File: src/rtl/mem_arbiter_if.sv
// Bundle of the two requester channels (I fetch, D memory) and the shared bus port.
// The slave modport is the arbiter's view; master is the requesters plus the bus slave.
interface mem_arbiter_if #(
  parameter int ADDR_W = 64,
  parameter int DATA_W = 64,
  parameter int LEN_W  = 4
);
  logic                  i_valid;
  logic [ADDR_W-1:0]     i_addr;
  logic [LEN_W-1:0]      i_len;
  logic                  i_ready;
  logic                  i_last;
  logic [DATA_W-1:0]     i_rdata;

  logic                  d_valid;
  logic                  d_is_write;
  logic [ADDR_W-1:0]     d_addr;
  logic [LEN_W-1:0]      d_len;
  logic [DATA_W/8-1:0]   d_strobe;
  logic [DATA_W-1:0]     d_wdata;
  logic                  d_ready;
  logic                  d_last;
  logic [DATA_W-1:0]     d_rdata;

  logic                  o_valid;
  logic                  o_is_write;
  logic [ADDR_W-1:0]     o_addr;
  logic [LEN_W-1:0]      o_len;
  logic [DATA_W/8-1:0]   o_strobe;
  logic [DATA_W-1:0]     o_wdata;
  logic                  o_ready;
  logic                  o_last;
  logic [DATA_W-1:0]     o_rdata;

  modport slave (
    input  i_valid, i_addr, i_len,
    output i_ready, i_last, i_rdata,
    input  d_valid, d_is_write, d_addr, d_len, d_strobe, d_wdata,
    output d_ready, d_last, d_rdata,
    output o_valid, o_is_write, o_addr, o_len, o_strobe, o_wdata,
    input  o_ready, o_last, o_rdata
  );

  modport master (
    output i_valid, i_addr, i_len,
    input  i_ready, i_last, i_rdata,
    output d_valid, d_is_write, d_addr, d_len, d_strobe, d_wdata,
    input  d_ready, d_last, d_rdata,
    input  o_valid, o_is_write, o_addr, o_len, o_strobe, o_wdata,
    output o_ready, o_last, o_rdata
  );
endinterface

File: src/rtl/mem_arbiter.sv
// Two-master burst arbiter: I fetch and D memory share one bus port, D preferred,
// with a starvation counter that forces an I grant after STARVE_MAX back-to-back D grants.
//
// state | meaning
// IDLE  | no grant, all bus/response outputs driven 0
// GNT_I | I burst owns the bus until o_ready & o_last
// GNT_D | D burst owns the bus until o_ready & o_last
module mem_arbiter #(
  parameter int ADDR_W     = 64,
  parameter int DATA_W     = 64,
  parameter int LEN_W      = 4,
  parameter int STARVE_MAX = 4
) (
  input  logic         clk,
  input  logic         resetn,
  mem_arbiter_if.slave bus,
  output logic         proto_err
);
  localparam int SW = $clog2(STARVE_MAX + 1);
  localparam logic [SW-1:0] STARVE_TOP = SW'(STARVE_MAX);

  typedef enum logic [1:0] {IDLE = 2'd0, GNT_I = 2'd1, GNT_D = 2'd2} state_t;

  state_t            state_q, state_d, pick;
  logic [LEN_W-1:0]  beat_q, len_q, live_len, eff_len;
  logic [SW-1:0]     starve_q;
  logic              fresh_q, granted, burst_end, grant, live_valid, err_set;

  assign granted   = (state_q != IDLE);
  assign burst_end = granted && bus.o_ready && bus.o_last;

  always_comb begin
    pick = IDLE;
    if (bus.d_valid && !(bus.i_valid && starve_q == STARVE_TOP)) pick = GNT_D;
    else if (bus.i_valid) pick = GNT_I;
  end

  // End of burst reuses the idle decision, giving a bubble-free handover.
  always_comb begin
    state_d = state_q;
    grant   = 1'b0;
    case (state_q)
      IDLE: begin
        state_d = pick;
        grant   = (pick != IDLE);
      end
      GNT_I, GNT_D: begin
        if (burst_end) begin
          state_d = pick;
          grant   = (pick != IDLE);
        end
      end
      default: state_d = IDLE;
    endcase
  end

  always_comb begin
    bus.o_valid    = 1'b0;
    bus.o_is_write = 1'b0;
    bus.o_addr     = {ADDR_W{1'b0}};
    bus.o_len      = {LEN_W{1'b0}};
    bus.o_strobe   = {(DATA_W/8){1'b0}};
    bus.o_wdata    = {DATA_W{1'b0}};
    bus.i_ready    = 1'b0;
    bus.i_last     = 1'b0;
    bus.i_rdata    = {DATA_W{1'b0}};
    bus.d_ready    = 1'b0;
    bus.d_last     = 1'b0;
    bus.d_rdata    = {DATA_W{1'b0}};
    live_len       = {LEN_W{1'b0}};
    live_valid     = 1'b0;
    case (state_q)
      GNT_I: begin
        bus.o_valid = 1'b1;
        bus.o_addr  = bus.i_addr;
        bus.o_len   = bus.i_len;
        bus.i_ready = bus.o_ready;
        bus.i_last  = bus.o_last;
        bus.i_rdata = bus.o_rdata;
        live_len    = bus.i_len;
        live_valid  = bus.i_valid;
      end
      GNT_D: begin
        bus.o_valid    = 1'b1;
        bus.o_is_write = bus.d_is_write;
        bus.o_addr     = bus.d_addr;
        bus.o_len      = bus.d_len;
        bus.o_strobe   = bus.d_strobe;
        bus.o_wdata    = bus.d_wdata;
        bus.d_ready    = bus.o_ready;
        bus.d_last     = bus.o_last;
        bus.d_rdata    = bus.o_rdata;
        live_len       = bus.d_len;
        live_valid     = bus.d_valid;
      end
      default: ;
    endcase
  end

  // On a back-to-back handover the master still shows the old length in the
  // grant cycle, so the length is captured in the first cycle of the burst.
  assign eff_len = fresh_q ? live_len : len_q;
  assign err_set = granted &&
                   ((bus.o_ready && (bus.o_last != (beat_q == eff_len))) ||
                    (!live_valid && !burst_end));

  always_ff @(posedge clk or negedge resetn) begin
    if (!resetn) begin
      state_q   <= IDLE;
      beat_q    <= '0;
      len_q     <= '0;
      fresh_q   <= 1'b0;
      starve_q  <= '0;
      proto_err <= 1'b0;
    end else begin
      state_q   <= state_d;
      proto_err <= proto_err | err_set;
      if (fresh_q) len_q <= live_len;
      if (grant) begin
        beat_q  <= '0;
        fresh_q <= 1'b1;
        if (state_d == GNT_D && bus.i_valid)
          starve_q <= (starve_q == STARVE_TOP) ? starve_q : starve_q + SW'(1);
        else
          starve_q <= '0;
      end else begin
        fresh_q <= 1'b0;
        if (granted && bus.o_ready) beat_q <= beat_q + LEN_W'(1);
      end
    end
  end
endmodule

File: src/flat_wrapper.sv
// flat-port wrapper written by rule: the top's interface ports become plain ports
module mem_arbiter_flat 
#(
  parameter int ADDR_W     = 64,
  parameter int DATA_W     = 64,
  parameter int LEN_W      = 4,
  parameter int STARVE_MAX = 4
)
  (clk, resetn, proto_err, bus_i_valid, bus_i_addr, bus_i_len, bus_i_ready, bus_i_last, bus_i_rdata, bus_d_valid, bus_d_is_write, bus_d_addr, bus_d_len, bus_d_strobe, bus_d_wdata, bus_d_ready, bus_d_last, bus_d_rdata, bus_o_valid, bus_o_is_write, bus_o_addr, bus_o_len, bus_o_strobe, bus_o_wdata, bus_o_ready, bus_o_last, bus_o_rdata);
  mem_arbiter_if #(.ADDR_W(ADDR_W), .DATA_W(DATA_W), .LEN_W(LEN_W)) bus_i ();
  input  logic clk;
  input  logic resetn;
  output logic proto_err;
  input wire logic [$bits(bus_i.i_valid)-1:0] bus_i_valid;
  input wire logic [$bits(bus_i.i_addr)-1:0] bus_i_addr;
  input wire logic [$bits(bus_i.i_len)-1:0] bus_i_len;
  output wire logic [$bits(bus_i.i_ready)-1:0] bus_i_ready;
  output wire logic [$bits(bus_i.i_last)-1:0] bus_i_last;
  output wire logic [$bits(bus_i.i_rdata)-1:0] bus_i_rdata;
  input wire logic [$bits(bus_i.d_valid)-1:0] bus_d_valid;
  input wire logic [$bits(bus_i.d_is_write)-1:0] bus_d_is_write;
  input wire logic [$bits(bus_i.d_addr)-1:0] bus_d_addr;
  input wire logic [$bits(bus_i.d_len)-1:0] bus_d_len;
  input wire logic [$bits(bus_i.d_strobe)-1:0] bus_d_strobe;
  input wire logic [$bits(bus_i.d_wdata)-1:0] bus_d_wdata;
  output wire logic [$bits(bus_i.d_ready)-1:0] bus_d_ready;
  output wire logic [$bits(bus_i.d_last)-1:0] bus_d_last;
  output wire logic [$bits(bus_i.d_rdata)-1:0] bus_d_rdata;
  output wire logic [$bits(bus_i.o_valid)-1:0] bus_o_valid;
  output wire logic [$bits(bus_i.o_is_write)-1:0] bus_o_is_write;
  output wire logic [$bits(bus_i.o_addr)-1:0] bus_o_addr;
  output wire logic [$bits(bus_i.o_len)-1:0] bus_o_len;
  output wire logic [$bits(bus_i.o_strobe)-1:0] bus_o_strobe;
  output wire logic [$bits(bus_i.o_wdata)-1:0] bus_o_wdata;
  input wire logic [$bits(bus_i.o_ready)-1:0] bus_o_ready;
  input wire logic [$bits(bus_i.o_last)-1:0] bus_o_last;
  input wire logic [$bits(bus_i.o_rdata)-1:0] bus_o_rdata;
  assign bus_i.i_valid = bus_i_valid;
  assign bus_i.i_addr = bus_i_addr;
  assign bus_i.i_len = bus_i_len;
  assign bus_i_ready = bus_i.i_ready;
  assign bus_i_last = bus_i.i_last;
  assign bus_i_rdata = bus_i.i_rdata;
  assign bus_i.d_valid = bus_d_valid;
  assign bus_i.d_is_write = bus_d_is_write;
  assign bus_i.d_addr = bus_d_addr;
  assign bus_i.d_len = bus_d_len;
  assign bus_i.d_strobe = bus_d_strobe;
  assign bus_i.d_wdata = bus_d_wdata;
  assign bus_d_ready = bus_i.d_ready;
  assign bus_d_last = bus_i.d_last;
  assign bus_d_rdata = bus_i.d_rdata;
  assign bus_o_valid = bus_i.o_valid;
  assign bus_o_is_write = bus_i.o_is_write;
  assign bus_o_addr = bus_i.o_addr;
  assign bus_o_len = bus_i.o_len;
  assign bus_o_strobe = bus_i.o_strobe;
  assign bus_o_wdata = bus_i.o_wdata;
  assign bus_i.o_ready = bus_o_ready;
  assign bus_i.o_last = bus_o_last;
  assign bus_i.o_rdata = bus_o_rdata;
  mem_arbiter #(.ADDR_W(ADDR_W), .DATA_W(DATA_W), .LEN_W(LEN_W), .STARVE_MAX(STARVE_MAX)) u_core (.clk(clk), .resetn(resetn), .bus(bus_i), .proto_err(proto_err));
endmodule
File: config.mk
export PLATFORM = sky130hd
export DESIGN_NAME = mem_arbiter_flat
export DESIGN_NICKNAME = d
export VERILOG_FILES = /design/src/rtl/mem_arbiter_if.sv /design/src/rtl/mem_arbiter.sv /design/src/flat_wrapper.sv
export SDC_FILE = /design/constraint.sdc
export NUM_CORES = 1
export LEC_CHECK = 0
export ABC_AREA = 1
export CORE_AREA = 3 3 217 219
export DETAILED_ROUTE_END_ITERATION = 10
export DIE_AREA = 0 0 220 222
export DONT_BUFFER_PORTS = 1
export SLEW_MARGIN = 5
export SYNTH_ARGS = -nofsm -noshare
export SYNTH_HDL_FRONTEND = slang
export SYNTH_SLANG_ARGS = --single-unit
File: constraint.sdc
create_clock -name clk -period 1.8 [get_ports clk]
set_input_delay 0.09 -clock clk [delete_from_list [all_inputs] [get_ports clk]]
set_output_delay 0.09 -clock clk [all_outputs]
set_load 0.01 [all_outputs]
# Word-level counts from Yosys, hierarchy flattened
# Cells that the tools add are included.
# op_classes
addsub	2
n_eq_ne	7
mux	25
bitwise_logic	1
reduce_logical	18
# ops
op	count
$mux 64	3
$pmux 64 s2	1
$mux 4	3
$mux 1	9
$logic_and 1x1->1	8
$mux 8	1
$pmux 4 s2	1
$mux 3	2
$reduce_bool 2->1	3
$add 4x1->4 const B	1
$eq 2x2->1 const B	2
$eq 4x4->1	1
$mux 2	2
$pmux 1 s2	2
$pmux 2 s2	1
$add 3x1->3 const B	1
$eq 3x3->1 const B	1
$logic_not 1->1	3
$eq 2x1->1 const B	1
$logic_not 2->1	1
$ne 2x2->1 const B	1
$reduce_and 2->1	1
$reduce_or 2->1	1
$logic_or 1x1->1	1
2 further kinds	2
# word_totals
ff_bits	15
in_bits	279
out_inout_bits	275
wordCells	59

# Longest topological paths before layout
# Gate-level depths: netlist of run 1.
# logic_depth
ltp_word	11
depth_mapped	17
ltp_nobuf	16

# Least setup slack after synthesis of run 1
# OpenSTA, ideal clock, no wires.
# synth_path
path_kind	register to output
start	reg u_core.state_q[1]
end	out bus_o_addr[0]
arrival_ps	1672
t_required_ps	1710
setup_slack_ps	38
stages_incl_launch_ff	7
path_buffers	2
cell_sequence	dfrtp_1 inv_1 ha_1 inv_2 clkbuf_1 buf_1 a21oi_1
# synth_via
elab_chain_cells	2
elab_cells_between_ends	3
classes_between	eq/ne (2); mux (1)
# synth_rtl
element	line	source
start, declared	mem_arbiter.sv:24	state_t state_q, state_d, pick;
start signal, assigned	mem_arbiter.sv:116	state_q <= state_d;
$eq 2x2->1 / $eq 2x1->1 (equally long branches)	mem_arbiter.sv:72	case (state_q)
$pmux 64 s2 (*)	mem_arbiter.sv:72	
end, declared	flat_wrapper.sv:31	output wire logic [$bits(bus_i.o_addr)-1:0] bus_o_addr;
# Every way passes the cells marked *; elsewhere a longest branch is shown, timed or not.

# Final worst setup path of run 1
# layout_path
start	reg u_core.state_q[0]
end	reg u_core.proto_err
# layout_via
elab_chain_cells	9
elab_cells_between_ends	17
classes_between	eq/ne (4); mux (3); bitwise (1); reduce/logical (9)
# layout_rtl
element	line	source
$eq 2x2->1 / $eq 2x1->1 (equally long branches)	mem_arbiter.sv:72	
$pmux 4 s2 (*)	mem_arbiter.sv:72	
$mux 4 (*)	n/a	
net u_core.eff_len[1]	mem_arbiter.sv:25	logic [LEN_W-1:0] beat_q, len_q, live_len, eff_len;
$eq 4x4->1 (*)	mem_arbiter.sv:104	((bus.o_ready && (bus.o_last != (beat_q == eff_len))) ||
$ne 1x1->1 (*)	mem_arbiter.sv:104	
$logic_and 1x1->1 (*)	mem_arbiter.sv:104	
$logic_or 1x1->1 (*)	mem_arbiter.sv:104	
$logic_and 1x1->1 (*)	mem_arbiter.sv:103	assign err_set = granted &&
$or 1x1->1 (*)	mem_arbiter.sv:117	proto_err <= proto_err | err_set;
end signal, assigned	mem_arbiter.sv:117	
end, declared	mem_arbiter.sv:17	output logic proto_err
# Mark *: on every way through the listed nets, which the timed path passes. The rest lies on a longest branch.
# A chain may end at the register's enable or synchronous reset.

==> results.cfg, run 1 <==
[die]
row_count = 78
io_pins = 554
coreArea_mm2 = 0.0453
die_w_um = 220
die-area_mm2 = 0.0488
start_util = 0.0780
die_y_um = 222

[synth]
syn_inst = 779
synthFlopType = dfrtp_1
netlist_area_mm2 = 0.00353
synth_top_area_share = 0.403
yosys.cell_types.count = 27
syn_nets = 1065
syn_area_per_cell_um2 = 4.53
ys_async_sr_fraction = 1.00
synth.most_common_cell = nand2_1
yosysTopAreaCell = nand2_1
yosysSeqAreaShare = 0.106
ys_warn_count = 0
ys_ff_latch = 15
synth_common_cells = nand2_1, inv_1, a21oi_1, clkbuf_1, dfrtp_1
synth_edf_count = 0
yosys-top-cells-area = nand2_1, inv_1, dfrtp_1, a21oi_1, clkbuf_1

[worst_setup_path]
crit_required_ns = 1.94
rrSetupSlack_ns = 0.002
crit_top_cell = nand2_1
crit_type = reg -> reg
cp_cell_sequence = inv_2, ha_4, buf_6, nand2_1, nand2_2, nand3_2, nand2_1, nand2_1, nand2_1, nand2_1, inv_2, nand3_1, nand3_1, nand2_1, nand2_1, nand2_1
cp-end-kind = flip-flop
crit_fanout = 5
critPathSlowestCell = dfrtp_1
crit_path_start_kind = flip-flop
max_stage_delay_ns = 0.39
arrival_ns = 1.94

[cells_and_area]
fin_cells = 1438
nets = 1120
area_delta_synth_final_pct = 67.8
drive_above_1_share = 0.253
final_area_mm2 = 0.00592

[grt]
grt_pass1_vias = 4153
grt_usage = 0.0894
grt_first_pass_wirelength_um = 30400
grt_max_degree = 79
overflow = 0
antenna_found_initial = 6

[placed_design]
io_buffer_count = 0
dpl.hpwl_um = 19800
place_ws_ns = 0.0357
place_inst = 1389
place_area_mm2 = 0.00462
gp_routability_congestion = 0.863

[pwr]
power.density_mw_per_mm2 = 1590
p_leak_nw = 3.66
ir_drop_uv = 1060

[clocking]
clkLatencyLatePin_ns = 0.25
cts_sinks = 15
cts_max_level = 1
cts.path.max_buffers = 2
clkTransAtPathRegs_ns = 0.05
cts_tree = done
clock-root-buffer = clkbuf_16
cts_buffers = 3

[timing]
rsz0062_at_grt = yes
slew_headroom = 0.504
min_period_over_period = 0.999
fin_setup_tns_ns = 0
setup-violations-final = 0
whs_ns = 0.0887
max_clock_freq_mhz = 556
clock-skew-final_ns = 0.00146
tightest_slew_ns = 0.741
setup_ws_ns = 0.00222
period_needed_ns = 1.80
finalHoldViolCount = 0
final_max_slew_viol_count = 0

[route]
antenna_left = 0
via_count = 5075
drc = 0
totalWireLength_um = 28300
wl_per_cell_um = 19.7
drt_iter0_drc = 451
routed_via_density = 3.53
firstDrtPassIters = 6

[status]
outcome = complete, no violations

[worst_hold_path]
worst_hold_path_type = in -> reg

[flow_run]
cap_violations = 0
[metrics by stage]
| step | util | total power (W) |
|---|---|---|
| global route | 0.131 | 0.0101 |
| CTS | 0.113 | 0.00776 |
| finish | 0.131 | 0.00944 |
| floorplan | - | 0.00432 |
| detailed placement | 0.102 | 0.00607 |
| global placement | 0.102 | 0.00608 |
[cells by family (layout without fill, tap and decap cells)]
group / count (synthesis) / after routing / share of synthesized area
buffers and inverters: 273 / 327 / 0.296
xor gates and xnor gates: 2 / 2 / 0.00496
other: 0 / 5 / 0
DFF: 15 / 15 / 0.106
and+or+nand+nor: 404 / 404 / 0.442
AOI/OAI and AO/OA: 78 / 78 / 0.126
adders and majority gates: 7 / 7 / 0.0248
[layout by cell type, fill, tap and decap left out, types with 2 or more instances in the layout]
| cell | synthesis | routed |
|---|---|---|
| inv_1 | 225 | 219 |
| nand2_2 | 2 | 35 |
| buf_8 | 0 | 2 |
| buf_16 | 0 | 7 |
| clkinv_2 | 1 | 2 |
| nand3_1 | 13 | 9 |
| dfrtp_1 | 15 | 15 |
| nand3_2 | 1 | 5 |
| a21oi_4 | 0 | 14 |
| a21oi_2 | 0 | 36 |
| buf_12 | 0 | 10 |
| xor2_1 | 2 | 2 |
| nor2_1 | 3 | 2 |
| nand2_1 | 379 | 342 |
| nand2_4 | 0 | 4 |
| ha_4 | 0 | 3 |
| diode_2 | 0 | 5 |
| nor3_1 | 2 | 2 |
| a21oi_1 | 68 | 18 |
| ha_1 | 7 | 4 |
| inv_2 | 2 | 7 |
| buf_6 | 0 | 12 |
| clkbuf_16 | 0 | 13 |
| nand4_1 | 2 | 2 |
| o21ai_0 | 3 | 3 |
| bufbuf_16 | 0 | 2 |
| o21ai_1 | 2 | 2 |
| buf_4 | 2 | 51 |
[critical path: cells and delay by family, from the launching register on]
kind / cells / cell delay [ns]
adders and majority gates: 1 / 0.22
buffers and inverters: 3 / 0.29
DFF: 1 / 0.39
and+or+nand+nor: 12 / 0.78
[cell type report]
class | count | area, µm²
Antenna cell | 5 | 12.5
Clock buffer | 3 | 75.1
Clock inverter | 1 | 5.00
Fill cell | 5156 | 39400
Inverter | 228 | 862
Multi-Input combinational cell | 491 | 2580
Sequential cell | 15 | 375
Tap cell | 600 | 751
Timing Repair Buffer | 95 | 1270
[where the power goes]
group / switching [W] / internal (W) / total [W]
clock network: 0.000144 / 0.000297 / 0.000442
registers: 0.0000746 / 0.000441 / 0.000515
logic: 0.00527 / 0.00322 / 0.00849
[state kept, by name (all words and copies together), names as in the netlist]
register and cells:
u_core.fresh_q 1, u_core.state_q 2, u_core.proto_err 1, u_core.starve_q 3
u_core.len_q 4, u_core.beat_q 4
[repair_timing]
action,CTS,global route
buffers inserted,10,13
endpoints found under the setup margin,50,95
hold buffers,1,0
pin swaps,5,35
cloned,6,12
hold endpoints to repair,15,0
resized for setup,30,120
[final timing paths]
kind                            depth (start not counted)                        start                             end
worst max-delay path                                   16  u_core.state_q[0]$_DFF_PN0_      u_core.proto_err$_DFF_PN0_
worst min-delay path                                    2                  bus_i_valid        u_core.fresh_q$_DFF_PN0_
worst max register to register                         16  u_core.state_q[0]$_DFF_PN0_      u_core.proto_err$_DFF_PN0_
worst min register to register                          2    u_core.len_q[3]$_DFF_PN0_       u_core.len_q[3]$_DFF_PN0_
max in group asynchronous                               1                       resetn        u_core.fresh_q$_DFF_PN0_
min in group asynchronous                               1                       resetn  u_core.starve_q[2]$_DFFE_PN0P_
[per-layer routing]
layer / part of all wire / GRT usage
met2: 0.48 / 0.162
met1: 0.40 / 0.107
met4: 0.027 / 0.0118
met5: 0.0059 / 0.0303
met3: 0.088 / 0.0217
Note: power is estimated with default switching activity, not from simulation.
==> run 2: changes to the inputs <==
- PLACE_DENSITY: unset -> 0.31
==> results.cfg, run 2 (synthesis results as in run 1) <==
[placed_design]
place_ws_ns = -0.159
io_buffer_count = 0
dpl.hpwl_um = 19300
place_area_mm2 = 0.00476
gp_routability_congestion = 0.829

[clocking]
cts_sinks = 15
clock-root-buffer = clkbuf_16
clkLatencyLatePin_ns = 0.25
cts_max_level = 1
cts_tree = done
clkTransAtPathRegs_ns = 0.05
cts_buffers = 3
cts.path.max_buffers = 2

[cells_and_area]
area_delta_synth_final_pct = 69.3
final_common_cell = nand2_1
final_cell_mix = nand2_1, inv_1, buf_4, a21oi_2, nand2_2
final_area_mm2 = 0.00598
fin_util = 0.132
largestRegisters = u_core.beat_q x4, u_core.len_q x4, u_core.starve_q x3
nets = 1146
drive_above_1_share = 0.290

[route]
routed_via_density = 3.57
drt_iter0_drc = 331
firstDrtPassIters = 5
totalWireLength_um = 28100
wl_per_cell_um = 19.2
drc = 0
antenna_left = 0
via_count = 5214

[pwr]
power.density_mw_per_mm2 = 1590
internal_power_w = 0.00404
p_switching_w = 0.00549
p_leak_nw = 3.71
ir_drop_uv = 812
p_seq_frac = 0.054
swShare = 0.576
p_comb_frac = 0.898
p_clk_frac = 0.047

[timing]
clock-skew-final_ns = 0.00581
finalHoldViolCount = 0
final_max_slew_viol_count = 0
min_period_over_period = 1.05
fin_setup_tns_ns = -0.835
max_clock_freq_mhz = 529
tightest_slew_ns = 0.811
setup-violations-final = 28
rsz0062_at_grt = yes
whs_ns = 0.0399
period_needed_ns = 1.89
slew_headroom = 0.458
setup_ws_ns = -0.0886

[worst_setup_path]
cp.buffers_inverters = 6
arrival_ns = 1.80
critical_path.top_delay_family = buffers and inverters
cp-end-kind = output port
crit_required_ns = 1.71
cp_cell_sequence = buf_6, ha_4, buf_12, buf_4, buf_12, buf_16, nand2_1, a21oi_1, buf_4
crit_cells = 9
crit_type = reg -> out
r2r_cells = 16
max_stage_delay_ns = 0.39
critPathSlowestCell = dfrtp_1
crit_path_start_kind = flip-flop
crit_fanout = 21

[die]
die_w_um = 220
die_y_um = 222
io_pins = 554
die-area_mm2 = 0.0488
start_util = 0.0780
row_count = 78
coreArea_mm2 = 0.0453

[worst_hold_path]
worstHoldPathCells = 2
worst_hold_path_type = in -> reg

[grt]
overflow = 0
grt_max_degree = 43
grt_first_pass_wirelength_um = 32300
grt_pass1_vias = 4607
antenna_found_initial = 0
grt_usage = 0.0893

[status]
failed_checks = setup timing
outcome = finished with violations

[flow_run]
cap_violations = 0
run 2: cell types whose count changed in the layout (fill, tap and decap cells not counted), sizes merged:
cell and delta:
bufbuf -2, diode -4, buf +28
run 2: worst paths after layout:
kind | start | to | slack, ns
min in group asynchronous | resetn | u_core.proto_err$_DFF_PN0_ | 0.38
hold / removal | bus_i_valid | u_core.fresh_q$_DFF_PN0_ | 0.04
hold reg to reg | u_core.len_q[2]$_DFF_PN0_ | u_core.len_q[2]$_DFF_PN0_ | 0.50
setup / recovery | u_core.state_q[1]$_DFF_PN0_ | bus_o_addr[55] | -0.09
setup reg to reg | u_core.state_q[1]$_DFF_PN0_ | u_core.proto_err$_DFF_PN0_ | -0.04
max in group asynchronous | resetn | u_core.fresh_q$_DFF_PN0_ | 0.92
run 2: cell type report:
| type | instances | area, µm² |
|---|---|---|
| repair buffers | 121 | 1460 |
| clock buffers | 3 | 75.1 |
| fillers | 5294 | 39300 |
| well taps | 600 | 751 |
| diodes | 1 | 2.50 |
| clock inverters | 1 | 5.00 |
| flip-flops and latches | 15 | 375 |
| inverters | 228 | 860 |
| multi-input cells | 491 | 2450 |
run 2: power by group through the flow:
stage / Combinational (W) / Clock, W / Sequential [W]
3_3_place_gp: 0.00593 / 0 / 0.000511
6_report: 0.00856 / 0.000452 / 0.000516
2_1_floorplan: 0.00382 / 0 / 0.000494
5_1_grt: 0.00923 / 0.000480 / 0.000532
4_1_cts: 0.00707 / 0.000462 / 0.000514
3_5_place_dp: 0.00587 / 0 / 0.000509
run 2: worst register-to-register path: cells and delay by family (launching register included):
kind / cells / cell delay [ns]
flops: 1 / 0.39
fa+ha+maj: 1 / 0.16
simple gates: 12 / 0.78
buf+inv: 3 / 0.40
run 2: per-layer routing:
layer / share of wire / up-vias / global-route usage
met1: 0.44 / 2499 / 0.122
met2: 0.48 / 347 / 0.152
met3: 0.068 / 26 / 0.0106
met5: 0 / - / 0
met4: 0.017 / 0 / 0.0145
li1: - / 2342 / -
run 2: what timing repair did:
action / in CTS / in global routing
gates cloned: 5 / 14
pin swaps: 12 / 22
setup buffers: 18 / 11
gates resized for setup: 42 / 115
endpoints found under the hold margin: 15 / 0
hold buffers: 1 / 0
endpoints found under the setup margin: 121 / 95
run 2: stage by stage:
step / instances / power [W]
final: 1460 / 0.00953
after floorplan: 779 / 0.00432
after global placement: 1406 / 0.00645
after CTS: 1434 / 0.00804
after detailed placement: 1406 / 0.00638
after global routing: 1459 / 0.0102
==> run 3: changes to the inputs <==
- ABC_AREA: 1 -> unset
- GPL_TIMING_DRIVEN: unset -> 0
- PLACE_DENSITY: 0.31 -> 0.3
==> results.cfg, run 3 <==
[status]
outcome = finished with violations
failed_checks = setup timing

[clocking]
cts_sinks = 15
clock-root-buffer = clkbuf_16
cts_max_level = 1
cts_tree = done
cts.path.max_buffers = 2
clkTransAtPathRegs_ns = 0.05
clkLatencyLatePin_ns = 0.25
cts_buffers = 3

[cells_and_area]
final-seq-area_um2 = 375
largestRegisters = u_core.beat_q x4, u_core.len_q x4, u_core.starve_q x3
nets = 797
final_area_mm2 = 0.00593
fin_util = 0.131
fillerInstances = 5136
multi_input_area_mm2 = 0.00356
final_common_cell = and2_1
area_delta_synth_final_pct = 88.3
final_cell_mix = and2_1, and2_4, a22oi_2, nor2_4, nor2_2
drive_above_1_share = 0.614

[worst_setup_path]
crit_cells = 7
r2r_cells = 8
crit_required_ns = 1.71
cp.buffers_inverters = 4
crit_type = reg -> out
cp_cell_sequence = buf_4, ha_4, buf_12, clkbuf_16, bufbuf_16, a22oi_2, nor2_2
crit_path_start_kind = flip-flop
critical_path.top_delay_family = buffers and inverters
critPathSlowestCell = dfrtp_1
max_stage_delay_ns = 0.41
cp-end-kind = output port
crit_fanout = 8
arrival_ns = 1.85

[timing]
rsz0062_at_grt = yes
min_period_over_period = 1.08
finalHoldViolCount = 0
final_max_slew_viol_count = 0
clock-skew-final_ns = 0.00401
tightest_slew_ns = 0.791
setup-violations-final = 76
slew_headroom = 0.471
period_needed_ns = 1.94
setup_ws_ns = -0.143
max_clock_freq_mhz = 515

[worst_hold_path]
worst_hold_path_type = in -> reg
worstHoldPathCells = 2

[pwr]
swShare = 0.536
p_clk_frac = 0.039
internal_power_w = 0.00526
p_leak_nw = 2.01
ir_drop_uv = 904
p_seq_frac = 0.046
p_switching_w = 0.00609
power.density_mw_per_mm2 = 1920
p_comb_frac = 0.915

[route]
drc = 0
drt_iter0_drc = 177
via_count = 4025
antenna_left = 0
totalWireLength_um = 25100
firstDrtPassIters = 4
wl_per_cell_um = 22.6
routed_via_density = 3.62

[synth]
synth_adder_area_share = 0.0278
synth_edf_count = 0
synthFlopType = dfrtp_1
ys_warn_count = 0
syn_area_per_cell_um2 = 6.54
synth.most_common_cell = and2_1
synth_xor_area_frac = 0.0195
syn_nets = 767
synth_compound_area_frac = 0.207
ys_ff_latch = 15
synth_common_cells = and2_1, nor2_1, a22oi_1, clkbuf_1, dfrtp_1
yosys-top-cells-area = and2_1, a22oi_1, dfrtp_1, nor2_1, clkbuf_1
muxShareOfSynthArea = 0.0175
syn_inst = 481
synth_top_family_by_area = simple AND/OR/NAND/NOR gates
synth-simple-area-share = 0.537
ys_async_sr_fraction = 1.00
yosys.cell_types.count = 37
yosysSeqAreaShare = 0.119
yosysTopAreaCell = and2_1
netlist_area_mm2 = 0.00315
synth_top_area_share = 0.407

[grt]
grt_max_degree = 16
antenna_found_initial = 6
grt_first_pass_wirelength_um = 30600
overflow = 0
grt_usage = 0.0875
grt_pass1_vias = 3726

[die]
die_w_um = 220
io_pins = 554
die_y_um = 222
start_util = 0.0695
die-area_mm2 = 0.0488
coreArea_mm2 = 0.0453
row_count = 78

[placed_design]
place_ws_ns = -1.50
dpl.hpwl_um = 19900
gp_routability_congestion = 0.980
io_buffer_count = 0
place_area_mm2 = 0.00393

[flow_run]
cap_violations = 0
==> run 3: cell count changes in the layout (fill, tap and decap cells not counted), moves of 37 or more <==
| cell | delta |
|---|---|
| nand2_1 | -338 |
| inv_1 | -190 |
| nor2_4 | +44 |
| and2_1 | +110 |
| a21oi_2 | -37 |
| buf_4 | -60 |
| and2_4 | +93 |
| a22oi_2 | +66 |
==> run 3: cells by family (layout without fill, tap and decap cells) <==
kind of cell	count (synthesis)	in the layout
and+or+nand+nor	302	302
AOI/OAI and AO/OA	88	88
buffers and inverters	57	86
DFF	15	15
adders and majority gates	7	7
xor gates and xnor gates	7	7
muxes	5	5
other	0	3
==> run 3: stage by stage <==
stage,total power (W),cells,hold slack (ns),TNS [ns]
after CTS,0.0101,1099,0.0116,-5.85
after global routing,0.0121,1110,0.0202,-12.68
after floorplan,0.00467,481,-0.206,-0.00627
final,0.0114,1113,0.0123,-3.76
after global placement,0.00638,1081,-0.205,-135.53
after detailed placement,0.00638,1081,-0.205,-140.05
==> run 3: cell type report <==
class	instances	area share
Clock buffer	4	0.0133
Buffer	49	0.136
Antenna cell	3	0.00127
Multi-Input combinational cell	409	0.601
Inverter	8	0.00549
Sequential cell	15	0.0633
Timing Repair Buffer	25	0.0532
Tap cell	600	0.127
==> run 3: worst register-to-register path, stage by stage (launching register included) <==
cell	delay (ns)
dfrtp_1	0.39
buf_4	0.14
ha_4	0.16
buf_12	0.15
a22oi_2	0.08
a222oi_1	0.31
o221ai_1	0.21
a221o_1	0.34
nand3_1	0.07
==> run 3: final timing paths <==
kind                       slack (ns)                        start                             end
max                             -0.14  u_core.state_q[1]$_DFF_PN0_                  bus_o_addr[60]
min                              0.01                   bus_o_last      u_core.proto_err$_DFF_PN0_
max reg2reg                     -0.12  u_core.state_q[1]$_DFF_PN0_      u_core.proto_err$_DFF_PN0_
min reg2reg                      0.53    u_core.len_q[1]$_DFF_PN0_       u_core.len_q[1]$_DFF_PN0_
max in group asynchronous        0.93                       resetn  u_core.starve_q[1]$_DFFE_PN0P_
min in group asynchronous        0.37                       resetn       u_core.len_q[0]$_DFF_PN0_
==> run 3: timing repair <==
item / in CTS / in global routing
setup endpoints to repair: 276 / 245
gates resized for setup: 354 / 121
buffers inserted: 10 / 4
hold buffers: 1 / 0
pin swaps: 17 / 24
endpoints found under the hold margin: 15 / 0
gates cloned: 3 / 7
==> run 3: metal layers <==
layer | vias up | track usage | wire length (µm)
li1 | 1671 | - | -
met1 | 2032 | 0.121 | 10600
met2 | 299 | 0.141 | 11800
met3 | 21 | 0.0223 | 2420
met4 | 2 | 0.0108 | 261
met5 | - | 0 | 13
==> run 3: power groups by stage <==
| stage | Sequential, W | Combinational (W) | Clock [W] |
|---|---|---|---|
| final | 0.000524 | 0.0104 | 0.000445 |
| after global routing | 0.000539 | 0.0111 | 0.000475 |
| after CTS | 0.000524 | 0.00914 | 0.000456 |
| after detailed placement | 0.000534 | 0.00584 | 0 |
| after global placement | 0.000533 | 0.00585 | 0 |
| after floorplan | 0.000507 | 0.00416 | 0 |
